[config.mk]
export PLATFORM = sky130hd
export DESIGN_NAME = wb_master_bridge
export DESIGN_NICKNAME = d
export VERILOG_FILES = /design/src/rtl/wb_pkg.sv /design/src/rtl/wb_watchdog.sv /design/src/rtl/wb_master_bridge.sv
export SDC_FILE = /design/constraint.sdc
export NUM_CORES = 1
export LEC_CHECK = 0
export ABC_CLOCK_PERIOD_IN_PS = 3800
export BUFFER_PORTS_ARGS = -buffer_cell sky130_fd_sc_hd__clkbuf_2
export CAP_MARGIN = 25
export CORE_MARGIN = 8
export CORE_UTILIZATION = 54
export CTS_BUF_LIST = sky130_fd_sc_hd__clkbuf_4
export DETAILED_ROUTE_END_ITERATION = 12
export PLACE_DENSITY = 0.88
export SETUP_SLACK_MARGIN = 0.4
export SYNTH_ARGS = -nofsm -noshare
export SYNTH_HDL_FRONTEND = slang
export SYNTH_SLANG_ARGS = --single-unit
[constraint.sdc]
create_clock -name clk -period 3.8 [get_ports clk]
set_input_delay 0.95 -clock clk [delete_from_list [all_inputs] [get_ports clk]]
set_output_delay 0.95 -clock clk [all_outputs]
set_load 0.005 [all_outputs]
[src/rtl/wb_pkg.sv]
`default_nettype none
// ============================================================================
// Module      : wb_pkg
// Description : Shared definitions for the Wishbone master bridge.
//               - Transfer-width encodings used on the host and bus sides.
//               - Bridge FSM state encoding.
//               - wb_width_mask(): byte-lane mask for a transfer width.
// Revision    : 1.0 - initial release
// ============================================================================
package wb_pkg;

    localparam logic [1:0] WB_W8   = 2'b00;
    localparam logic [1:0] WB_W16  = 2'b01;
    localparam logic [1:0] WB_W32  = 2'b10;
    localparam logic [1:0] WB_WRSV = 2'b11;

    typedef enum logic [2:0] {
        ST_IDLE     = 3'd0,
        ST_REQ      = 3'd1,
        ST_WAIT_ACK = 3'd2,
        ST_CAPTURE  = 3'd3,
        ST_RESP     = 3'd4
    } wb_state_e;

    // Read-data mask for a transfer width. The reserved width yields 0, so
    // nothing from the bus can leak into an error response.
    function automatic logic [31:0] wb_width_mask(input logic [1:0] width);
        logic [31:0] mask;
        case (width)
            WB_W8:   mask = 32'h0000_00FF;
            WB_W16:  mask = 32'h0000_FFFF;
            WB_W32:  mask = 32'hFFFF_FFFF;
            default: mask = 32'h0000_0000;
        endcase
        return mask;
    endfunction

endpackage
`default_nettype wire

[src/rtl/wb_watchdog.sv]
`default_nettype none
// ============================================================================
// Module      : wb_watchdog
// Description : 8-bit cycle counter that flags a bus cycle as abandoned.
//               The count is cleared by i_clear and advances each cycle
//               i_enable is high. o_expired is asserted while the count
//               equals TIMEOUT-1.
// Ports       : clk, reset_n   - clock, async active-low reset
//               i_clear        - synchronous clear (priority over enable)
//               i_enable       - count this cycle
//               o_expired      - count has reached TIMEOUT-1
// Revision    : 1.0 - initial release
// ============================================================================
module wb_watchdog #(
    parameter int TIMEOUT = 16
) (
    input  logic clk,
    input  logic reset_n,
    input  logic i_clear,
    input  logic i_enable,
    output logic o_expired
);

    localparam logic [7:0] C_LIMIT = 8'(TIMEOUT - 1);

    logic [7:0] r_count;
    logic       w_expired;

    assign w_expired = (r_count == C_LIMIT);
    assign o_expired = w_expired;

    // The count holds at the limit so it can never wrap back to a value
    // that would hide an expiry.
    always_ff @(posedge clk or negedge reset_n) begin
        if (!reset_n) begin
            r_count <= 8'd0;
        end else if (i_clear) begin
            r_count <= 8'd0;
        end else if (i_enable && !w_expired) begin
            r_count <= r_count + 8'd1;
        end
    end

endmodule
`default_nettype wire

[src/rtl/wb_master_bridge.sv]
`default_nettype none
// ============================================================================
// Module      : wb_master_bridge
// Description : Converts single host requests (valid/ready) into one
//               pipelined Wishbone transaction each, masks read data to the
//               requested width and abandons cycles that are never acked.
// Ports       : clk, reset_n                 - clock, async active-low reset
//               i_req_valid / o_req_ready    - host request handshake
//               i_req_we/width/addr/data     - host request fields
//               o_rsp_valid/err/data         - one-cycle host response
//               o_wb_cyc/stb/we/width/addr/data, i_wb_stl/ack/data
//                                            - Wishbone initiator port
// Revision    : 1.0 - initial release
// ============================================================================
module wb_master_bridge
    import wb_pkg::*;
#(
    parameter int ADDR_W  = 6,
    parameter int TIMEOUT = 16
) (
    input  logic              clk,
    input  logic              reset_n,
    input  logic              i_req_valid,
    output logic              o_req_ready,
    input  logic              i_req_we,
    input  logic [1:0]        i_req_width,
    input  logic [ADDR_W-1:0] i_req_addr,
    input  logic [31:0]       i_req_data,
    output logic              o_rsp_valid,
    output logic              o_rsp_err,
    output logic [31:0]       o_rsp_data,
    output logic              o_wb_cyc,
    output logic              o_wb_stb,
    input  logic              i_wb_stl,
    input  logic              i_wb_ack,
    output logic              o_wb_we,
    output logic [1:0]        o_wb_width,
    output logic [ADDR_W-1:0] o_wb_addr,
    output logic [31:0]       o_wb_data,
    input  logic [31:0]       i_wb_data
);

    wb_state_e         r_state;
    wb_state_e         w_state_nxt;

    logic              r_wb_we;
    logic [1:0]        r_wb_width;
    logic [ADDR_W-1:0] r_wb_addr;
    logic [31:0]       r_wb_data;
    logic              r_err;
    logic [31:0]       r_rsp_data;

    logic              w_accept;
    logic              w_rsv;
    logic              w_acked;
    logic              w_expired;
    logic              w_timeout;
    logic              w_cyc;
    logic              w_stb;
    logic              w_rsp;
    logic              w_ready;

    assign w_accept = (r_state == ST_IDLE) && i_req_valid;
    assign w_rsv    = (i_req_width == WB_WRSV);

    // An ack only counts in REQ if the strobe is accepted that same cycle;
    // an ack that arrives while stalled is ignored.
    assign w_acked  = ((r_state == ST_REQ) && !i_wb_stl && i_wb_ack) ||
                      ((r_state == ST_WAIT_ACK) && i_wb_ack);

    // A same-cycle ack wins over the watchdog.
    assign w_timeout = ((r_state == ST_REQ) || (r_state == ST_WAIT_ACK)) &&
                       w_expired && !w_acked;

    // ------------------------------------------------------------------
    // FSM: state register
    // ------------------------------------------------------------------
    always_ff @(posedge clk or negedge reset_n) begin
        if (!reset_n) begin
            r_state <= ST_IDLE;
        end else begin
            r_state <= w_state_nxt;
        end
    end

    // ------------------------------------------------------------------
    // FSM: next state and state-decoded outputs
    // ------------------------------------------------------------------
    always_comb begin
        w_state_nxt = r_state;
        w_ready     = 1'b0;
        w_cyc       = 1'b0;
        w_stb       = 1'b0;
        w_rsp       = 1'b0;
        case (r_state)
            ST_IDLE: begin
                w_ready = 1'b1;
                if (i_req_valid) begin
                    w_state_nxt = w_rsv ? ST_RESP : ST_REQ;
                end
            end
            ST_REQ: begin
                w_cyc = 1'b1;
                w_stb = 1'b1;
                if (w_acked) begin
                    w_state_nxt = r_wb_we ? ST_RESP : ST_CAPTURE;
                end else if (w_timeout) begin
                    w_state_nxt = ST_RESP;
                end else if (!i_wb_stl) begin
                    w_state_nxt = ST_WAIT_ACK;
                end
            end
            ST_WAIT_ACK: begin
                w_cyc = 1'b1;
                if (w_acked) begin
                    w_state_nxt = r_wb_we ? ST_RESP : ST_CAPTURE;
                end else if (w_timeout) begin
                    w_state_nxt = ST_RESP;
                end
            end
            ST_CAPTURE: begin
                w_state_nxt = ST_RESP;
            end
            ST_RESP: begin
                w_rsp       = 1'b1;
                w_state_nxt = ST_IDLE;
            end
            default: begin
                w_state_nxt = ST_IDLE;
            end
        endcase
    end

    // ------------------------------------------------------------------
    // Request / response registers
    // ------------------------------------------------------------------
    always_ff @(posedge clk or negedge reset_n) begin
        if (!reset_n) begin
            r_wb_we    <= 1'b0;
            r_wb_width <= 2'b00;
            r_wb_addr  <= '0;
            r_wb_data  <= 32'd0;
            r_err      <= 1'b0;
            r_rsp_data <= 32'd0;
        end else begin
            if (w_accept) begin
                r_err      <= w_rsv;
                r_rsp_data <= 32'd0;
                // A reserved width never reaches the bus, so the bus-side
                // fields keep their previous values.
                if (!w_rsv) begin
                    r_wb_we    <= i_req_we;
                    r_wb_width <= i_req_width;
                    r_wb_addr  <= i_req_addr;
                    r_wb_data  <= i_req_data;
                end
            end
            if (w_timeout) begin
                r_err <= 1'b1;
            end
            // Registered-read slaves present data the cycle after the ack.
            if (r_state == ST_CAPTURE) begin
                r_rsp_data <= i_wb_data & wb_width_mask(r_wb_width);
            end
        end
    end

    // ------------------------------------------------------------------
    // Watchdog: cleared while idle, counts every cycle the bus is owned
    // ------------------------------------------------------------------
    wb_watchdog #(
        .TIMEOUT (TIMEOUT)
    ) u_watchdog (
        .clk       (clk),
        .reset_n   (reset_n),
        .i_clear   (r_state == ST_IDLE),
        .i_enable  (w_cyc),
        .o_expired (w_expired)
    );

    assign o_req_ready = w_ready;
    assign o_wb_cyc    = w_cyc;
    assign o_wb_stb    = w_stb;
    assign o_wb_we     = r_wb_we;
    assign o_wb_width  = r_wb_width;
    assign o_wb_addr   = r_wb_addr;
    assign o_wb_data   = r_wb_data;
    assign o_rsp_valid = w_rsp;
    assign o_rsp_err   = w_rsp & r_err;
    assign o_rsp_data  = w_rsp ? r_rsp_data : 32'd0;

endmodule
`default_nettype wire

==> metrics.txt, run 1 <==
hold_buf cts=0; Yosys top cell area share=55.5%; Final nets=about 520; met1 GRT Util=about 26%; global placement routability congestion=roughly 0.88; fin crit share=between 70% and 80%; die area=10000 µm²; cell family with most CP delay=flip-flops; crit path kind=register to primary output; TritonCTS Buffers=9; M3 GR Usage=approximately 6.6%; drt initial violations=74; Clock Tree Buf Depth=2; worst path bufs/invs=2; row count=30; global-route wire length before repair=about 16000 µm; Boundary Pins=approximately 160; Slowest-stage cell, CP=dfrtp_1; Yosys cell types=36; Sink Count=85; DRT Pass-1 Iters=4; YS warnings=0; ranking of synthesized cells by area=dfrtp_1, mux2_4, a22o_1; most frequent cells in the layout=clkbuf_2, dfrtp_1, mux2_4; CP Capture Type=primary output; vias in the first global route=between 3000 and 4000; CP Max Fanout=27; # diodes=0; Synth area leader=dfrtp_1; drt wl/cell=19.0 µm; # resized after CTS=0; largest net degree at the start of global routing=86; CP Cell Sequence=buf_4 > nor2b_1 > nor2b_1 > clkbuf_2; setup_tns=0 ns; final wirelength=between 10000 and 15000 µm; Initial Utilization=a little under three fifths; initial antenna violation count=0; Max-Cap Viols=0; Tot GR Track Use=20.3%; min Tclk post-route=roughly 2.8 ns; Worst EP required=approximately 2.9 ns; FILL cells=~500; Crit Reg-Reg Endpoint=o_wb_data[10]; Setup Skew=roughly 0.031 ns; CP max stage delay=0.61 ns; max-slew violations=0; Die H=around 100 µm; detailed placer's ending HPWL=7710 µm; slew margin rel.=33.8%; number of synthesized flops with an enable pin=0; worst-margin pin slew=~0.99 ns; prevailing post-synth register cell=dfrtp_1; core area=roughly 6800 µm²; Reg clk slew, reported paths=approximately 0.15 ns; antenna viol nets, final=0; H-tree levels=3; Worst Path Arrival=1.89 ns; Most common cell on crit path=nor2b_1; clk_lat worst skew=about 0.41 ns; Post-Synthesis Cells=approximately 290; fraction of layout cells with a size suffix above 1=approximately half; setup slack, reg-to-reg=1.30 ns; most common cell after layout, fill and taps aside=clkbuf_2; Die X=roughly 100 µm; Avg Inst Size Synth=about 13 µm²; sequential-to-total area share from yosys stat=55.5%; Layout area overhead=24.5%; Startpoint Class=register; CTS tree=yes; drc violations=0; multi-input logic area=1570 µm²; # setup viols final=0; Max Fclk=roughly 350 MHz; Async SR Flop Fraction=100%; vias per cell=approximately 5.4; Crit Reg-Reg Startpoint=r_state[2]; DR vias=slightly below 3000; Setup crit start=r_state[2]; flops & latches, synth=85; Port Buf Inserts=~160; Sequential Area=roughly 2100 µm²; Root Driver=clkbuf_4; GRT busiest layer=met2; RSZ-0062 raised after global routing=no; worst r2r path cells=4; syn_nets=around 370; M2 GR Usage=around a third; Post-CTS Setup Bufs=0; Syn Std Cell Area=~3800 µm²; maximum VDD drop=around 0.0003 V; Core Util, Final=between 60% and 70%; worst hold-check path type=input pin to async pin; grt ovf=0; endpoints failing hold=0; status=complete, no violations; Static Leak=0.00271 µW; Power Dens Cells=about 690 nW/µm²
==> through the flow <==
stage / cell area [µm²] / std cells / setup slack [ns] / total power [µW] / hold slack (ns)
after floorplan: 3830 / 288 / 1.64 / 2330 / 0.465
after global placement: 4620 / 522 / 1.36 / 2770 / 0.479
after detailed placement: 4620 / 522 / 1.31 / 2870 / 0.486
after CTS: 4740 / 538 / 0.929 / 3320 / 0.520
after global routing: 4770 / 539 / 0.769 / 3520 / 0.369
final: 4770 / 539 / 0.965 / 3290 / 0.388
==> cells by family after synthesis <==
group,count (synthesis),synth area share (%)
adders and majority gates,3,0.980
AOI/OAI and AO/OA,47,10.5
muxes,42,16.1
xor gates and xnor gates,5,1.14
and+or+nand+nor,83,12.2
DFF,85,55.5
buffers and inverters,23,3.63
==> area by class of cell <==
cell class	instances	area share (%)
multi-input combinational	180	32.8
clock buffer	9	1.42
timing repair buffer	158	17.2
clock inverter	7	1.05
sequential	85	44.6
tap	96	2.52
inverter	4	0.367
==> worst max path at each step <==
stage	endpoint	cells past startpoint	slack, ns
6_report	o_wb_stb	4	0.96
5_1_grt	o_wb_stb	4	0.77
4_1_cts	o_wb_stb	4	0.93
3_5_place_dp	o_wb_data[10]	4	1.31
3_3_place_gp	o_wb_addr[5]	4	1.36
2_1_floorplan	o_rsp_data[10]	4	1.64
==> sequential cells by signal, summed over array words and instances, names as in the netlist <==
register            flops
o_wb_data              32
r_err                   1
u_watchdog.r_count      8
o_wb_addr               6
r_rsp_data             32
r_state                 3
o_wb_width              2
o_wb_we                 1
==> power breakdown <==
group | switching [µW] | internal (µW)
clock network | 314 | 136
logic | 603 | 733
registers | 263 | 1240
==> synth_stat cells (all sizes together) (4+ instances only) <==
master and instances:
and3 35, a22o 32, inv 4, xnor2 5
nand2 14, o21ai 4, dfrtp 85, clkbuf 8
mux2 39, nor4 4, buf 11, nor2 13
==> per-layer routing <==
layer	vias up	part of all wire [%]
met1	1416	44
met3	8	9.5
met5	-	0
met2	134	46
li1	1356	-
met4	0	0.76
Note: power is estimated with default switching activity, not from simulation.
==> inputs of run 2 (changes only) <==
- ABC_CLOCK_PERIOD_IN_PS: 3800 -> 2500
- CORE_UTILIZATION: 54 -> 45
- PLACE_DENSITY: 0.88 -> 0.78
- clock period: 3.8 -> 2.5 ns (I/O delays scaled with it)
==> run 2 against run 1 <==
Against the previous run: utilization shrank 7.6 points; worst hold slack worse by 0.24 ns; via count rose by 2.8%; flip-flop and latch count did not move; critical path depth is the same; die area rose by 17%; register-to-register slack worse by 0.67 ns; clock power up 56%; final area increased by 7.3%; combinational power increased by 89%; count of clock-buffer cells in the layout rose by 1; critical endpoint is now o_rsp_data[3].
==> metrics.txt, run 2 (synthesis results as in run 1) <==
most common cell after layout, fill and taps aside=clkbuf_2; max-slew violations=0; Finished Layout Cells=between 500 and 600; setup_tns=0 ns; Port Buf Inserts=about 160; initial antenna violation count=0; vias in the first global route=about 3300; Reg clk slew, reported paths=between 0.1 and 0.15 ns; slew margin rel.=a little under three fifths; Root Driver=clkbuf_4; global-route wire length before repair=about 17000 µm; multi-input logic area=1600 µm²; Static Leak=roughly 0.0029 µW; Startpoint Class=register; global placement routability congestion=about 0.78; antenna viol nets, final=0; drt wl/cell=roughly 18 µm; core area=8220 µm²; vias per cell=between 5 and 6; # setup viols final=0; Net Sw Frac=about 34%; H-tree levels=3; final wirelength=around 10000 µm; fraction of layout cells with a size suffix above 1=a little over half; fin worst setup slack=0.336 ns; endpoints failing hold=0; FILL cells=652; drc violations=0; row count=33; Tot GR Track Use=roughly 18%; Power Dens Cells=1070 nW/µm²; Worst EP required=about 1.9 ns; Die H=108 µm; TritonCTS Buffers=9; min Tclk post-route=roughly 2.2 ns; Gate power share=about 46%; detailed placer's ending HPWL=7360 µm; Net Switching=approximately 1900 µW; DRT Pass-1 Iters=6; RSZ-0062 raised after global routing=yes; Crit Reg-Reg Endpoint=u_watchdog.r_count[1]; CP Capture Type=primary output; CTS tree=yes; Boundary Pins=between 150 and 200; grt ovf=0; most frequent cells in the layout=clkbuf_2, dfrtp_1, mux2_4; Sink Count=85; clk_lat worst skew=about 0.42 ns; Worst Path Arrival=1.54 ns; Placed Cells=roughly 530; Initial Utilization=46.6%; Final nets=540; Flop pwr share=about two fifths; status=complete, no violations; # diodes=0; CP Max Fanout=15; crit path kind=register to primary output; drt initial violations=178; worst r2r path cells=5; die area=around 12000 µm²; Setup Skew=approximately 0.024 ns; Int Pwr=about 3600 µW; fin crit share=just under 90%; setup slack, reg-to-reg=between 0.6 and 0.7 ns; DR vias=approximately 3000; worst hold-check path type=input pin to async pin; Crit Reg-Reg Startpoint=u_watchdog.r_count[0]; worst-margin pin slew=0.661 ns; maximum VDD drop=around 0.00061 V; Sequential Area=around 2100 µm²; Place WS=around 0.44 ns; largest net degree at the start of global routing=slightly below 50; Clock power frac=about an eighth; Layout area overhead=33.6%; Die X=108 µm; Clock Tree Buf Depth=2; Max-Cap Viols=0; Max Fclk=462 MHz
==> run 2: cell types whose count changed in the layout (fill, tap and decap cells not counted), sizes merged <==
cell,before,now
clkbuf,163,162
inv,5,4
buf,4,25
bufbuf,0,2
clkinvlp,2,3
clkinv,4,3
==> run 2: how the worst max path moves through the flow <==
| stage | startpoint | endpoint | cells after the start |
|---|---|---|---|
| global placement | r_state[0] | o_wb_addr[2] | 5 |
| detailed placement | r_state[0] | o_wb_addr[4] | 5 |
| CTS | r_state[1] | o_rsp_data[3] | 4 |
| finish | r_state[1] | o_rsp_data[3] | 4 |
| floorplan | r_state[0] | o_rsp_data[10] | 4 |
| global route | r_state[1] | o_rsp_data[22] | 4 |
==> run 2: timing repair <==
| action | 4_1_cts | 5_1_grt |
|---|---|---|
| gates cloned | 3 | 0 |
| endpoints found under the setup margin | 37 | 63 |
| hold buffers | 0 | 0 |
| buffers inserted | 10 | 5 |
| gates resized for setup | 18 | 5 |
| pin swaps | 2 | 1 |
==> run 2: area by class of cell <==
type                    count  share of cell area, %
clock inverters             6                  0.929
well taps                 105                   2.57
multi-input cells         180                   31.2
repair buffers            179                   21.8
flip-flops and latches     85                   41.6
inverters                   4                  0.391
clock buffers              10                   1.47
==> run 2: power groups by stage <==
stage               logic [µW]  registers [µW]  clock network (µW)
floorplan                 1350            2190                   0
global placement          2020            2230                   0
detailed placement        2100            2250                   0
CTS                       2440            2230                 726
global route              2740            2300                 792
finish                    2530            2230                 700
==> run 2: critical path: stages (launching register included) <==
cell	delay, ns
dfrtp_2	0.49
nor2_4	0.18
buf_6	0.17
and3_1	0.17
clkbuf_2	0.11
==> run 2: layer usage <==
metal  GRT usage (%)  part of all wire, %  up-vias
met5               0                    0        -
met4            5.96                  1.2        0
met3            5.35                  9.5       11
met2            28.8                   47      144
met1            22.4                   43     1456
li1                -                    -     1386
==> run 2: through the flow <==
stage	total power [µW]	hold WS [ns]	util (%)	area, µm²
2_1_floorplan	3540	0.329	-	3830
3_3_place_gp	4250	0.480	57.0	4680
3_5_place_dp	4350	0.484	57.0	4680
4_1_cts	5400	0.137	61.3	5030
5_1_grt	5840	0.161	62.3	5120
6_report	5460	0.150	62.3	5120
==> inputs of run 3 (changes only) <==
--- a/config.mk
+++ b/config.mk
@@ -14,4 +14,5 @@
 export DETAILED_ROUTE_END_ITERATION = 12
 export PLACE_DENSITY = 0.78
+export REMOVE_ABC_BUFFERS = 1
 export SETUP_SLACK_MARGIN = 0.4
 export SYNTH_ARGS = -nofsm -noshare
==> constraint.sdc (replaced) <==
create_clock -name clk -period 2.5 [get_ports clk]
set_input_delay 0.625 -clock clk [delete_from_list [all_inputs] [get_ports clk]]
set_output_delay 0.625 -clock clk [all_outputs]
set_load 0.01 [all_outputs]
==> run 3 against run 2 <==
Against the previous run: die area unchanged; wire length down 5.0%; via count down 2.2%; count of clock-buffer cells in the layout unchanged; setup slack worse by 0.034 ns; worst hold slack worse by 0.0043 ns; register-to-register slack worse by 0.17 ns; maximum frequency down 1.5%; clock skew down 0.0053 ns; largest cell class unchanged.
==> metrics.txt, run 3 (synthesis results as in run 1) <==
Placed Cells=around 530; DR vias=2931; fin crit share=between 80 and 90%; drt initial violations=90; Layout area overhead=29.8%; Root Driver=clkbuf_4; endpoints failing hold=0; Power Total=between 5000 and 6000 µW; Reg clk slew, reported paths=0.14 ns; crit path kind=register to primary output; worst-margin pin slew=about 1.0 ns; worst hold-check path type=input pin to async pin; Clock Tree Buf Depth=2; Place WS=around 0.5 ns; Tot GR Track Use=between 10% and 20%; DRT Pass-1 Iters=5; most frequent cells in the layout=clkbuf_2, dfrtp_1, mux2_4; Setup crit start=r_state[1]; Final nets=530; Setup Skew=between 0.015 and 0.02 ns; Crit Reg-Reg Endpoint=o_wb_data[10]; largest net degree at the start of global routing=52; global placement routability congestion=roughly 0.86; status=complete, no violations; setup_tns=0 ns; H-tree levels=3; Finished Layout Cells=between 500 and 600; min Tclk post-route=2.20 ns; Crit Reg-Reg Startpoint=r_state[1]; Hold Slack=0.146 ns; # diodes=0; clk_lat worst skew=a little over 0.4 ns; Max-Cap Viols=0; Port Buf Inserts=~160; maximum VDD drop=about 0.00069 V; Power Dens Cells=1120 nW/µm²; vias per cell=approximately 5.2; # setup viols final=0; drt wl/cell=17.7 µm; CP Capture Type=primary output; Startpoint Class=register; most common cell after layout, fill and taps aside=clkbuf_2; Die X=~110 µm; fin worst setup slack=around 0.3 ns; Worst Path Arrival=around 1.6 ns; CTS tree=yes; grt ovf=0; antenna viol nets, final=0; Worst EP required=about 1.9 ns; Sink Count=85; Sequential Area=2130 µm²; core area=roughly 8000 µm²; initial antenna violation count=0; CP Max Fanout=4; setup slack, reg-to-reg=roughly 0.46 ns; TritonCTS Buffers=9; Die H=~110 µm; CP max stage delay=approximately 0.47 ns; die area=about 12000 µm²; Static Leak=~0.0028 µW; FILL cells=around 680; final wirelength=between 9000 and 10000 µm; slew margin rel.=approximately 30%; Max Fclk=around 450 MHz; worst r2r path cells=7; row count=33; detailed placer's ending HPWL=7380 µm; vias in the first global route=3093; drc violations=0; Boundary Pins=about 160; fraction of layout cells with a size suffix above 1=51.8%; RSZ-0062 raised after global routing=yes; Initial Utilization=between 40% and 50%; CP Cell Sequence=buf_4 > or3_4 > inv_8 > clkbuf_8; global-route wire length before repair=~15000 µm; multi-input logic area=1580 µm²; max-slew violations=0; Slowest-stage cell, CP=dfrtp_2
[run 3: power breakdown]
part,internal (µW),switching (µW)
logic,1250,1130
registers,1890,352
clock network,518,452
[run 3: layer usage]
| metal | track usage [%] | vias to the layer above | wire length [µm] |
|---|---|---|---|
| met3 | 5.65 | 13 | 1090 |
| met2 | 25.8 | 152 | 4550 |
| li1 | - | 1372 | - |
| met4 | 5.96 | 0 | 136 |
| met5 | 0 | - | 0 |
| met1 | 20.8 | 1394 | 4140 |
[run 3: cell type report]
cell class                 instances  area share (%)
sequential                        85            42.9
tap                              105            2.64
inverter                           4           0.453
multi-input combinational        180            31.9
timing repair buffer             169            18.4
clock inverter                     6            2.24
clock buffer                      10            1.51
[run 3: repair_timing]
item / 4_1_cts / 5_1_grt
buffers inserted: 6 / 3
gates resized for setup: 13 / 0
pin swaps: 2 / 1
hold buffers: 0 / 0
endpoints found under the setup margin: 37 / 36
[run 3: worst max-delay path by stage]
stage	slack, ns	endpoint	cells past startpoint
after global placement	0.56	o_rsp_data[12]	4
final	0.30	o_req_ready	4
after CTS	0.28	o_rsp_data[28]	4
after detailed placement	0.50	r_rsp_data[13]	4
after floorplan	0.14	o_wb_addr[0]	4
after global routing	0.22	o_rsp_data[27]	4
[run 3: through the flow]
| step | area, µm² | utilization [%] |
|---|---|---|
| 3_3_place_gp | 4670 | 56.8 |
| 6_report | 4970 | 60.5 |
| 2_1_floorplan | 3710 | - |
| 5_1_grt | 4970 | 60.5 |
| 3_5_place_dp | 4670 | 56.8 |
| 4_1_cts | 4950 | 60.2 |
[run 3: critical path, delay by kind of cell, from the launching register on]
family                 cells  cell delay (ns)
AND/OR/NAND/NOR            1             0.36
flip-flops                 1             0.47
buffers and inverters      3             0.34
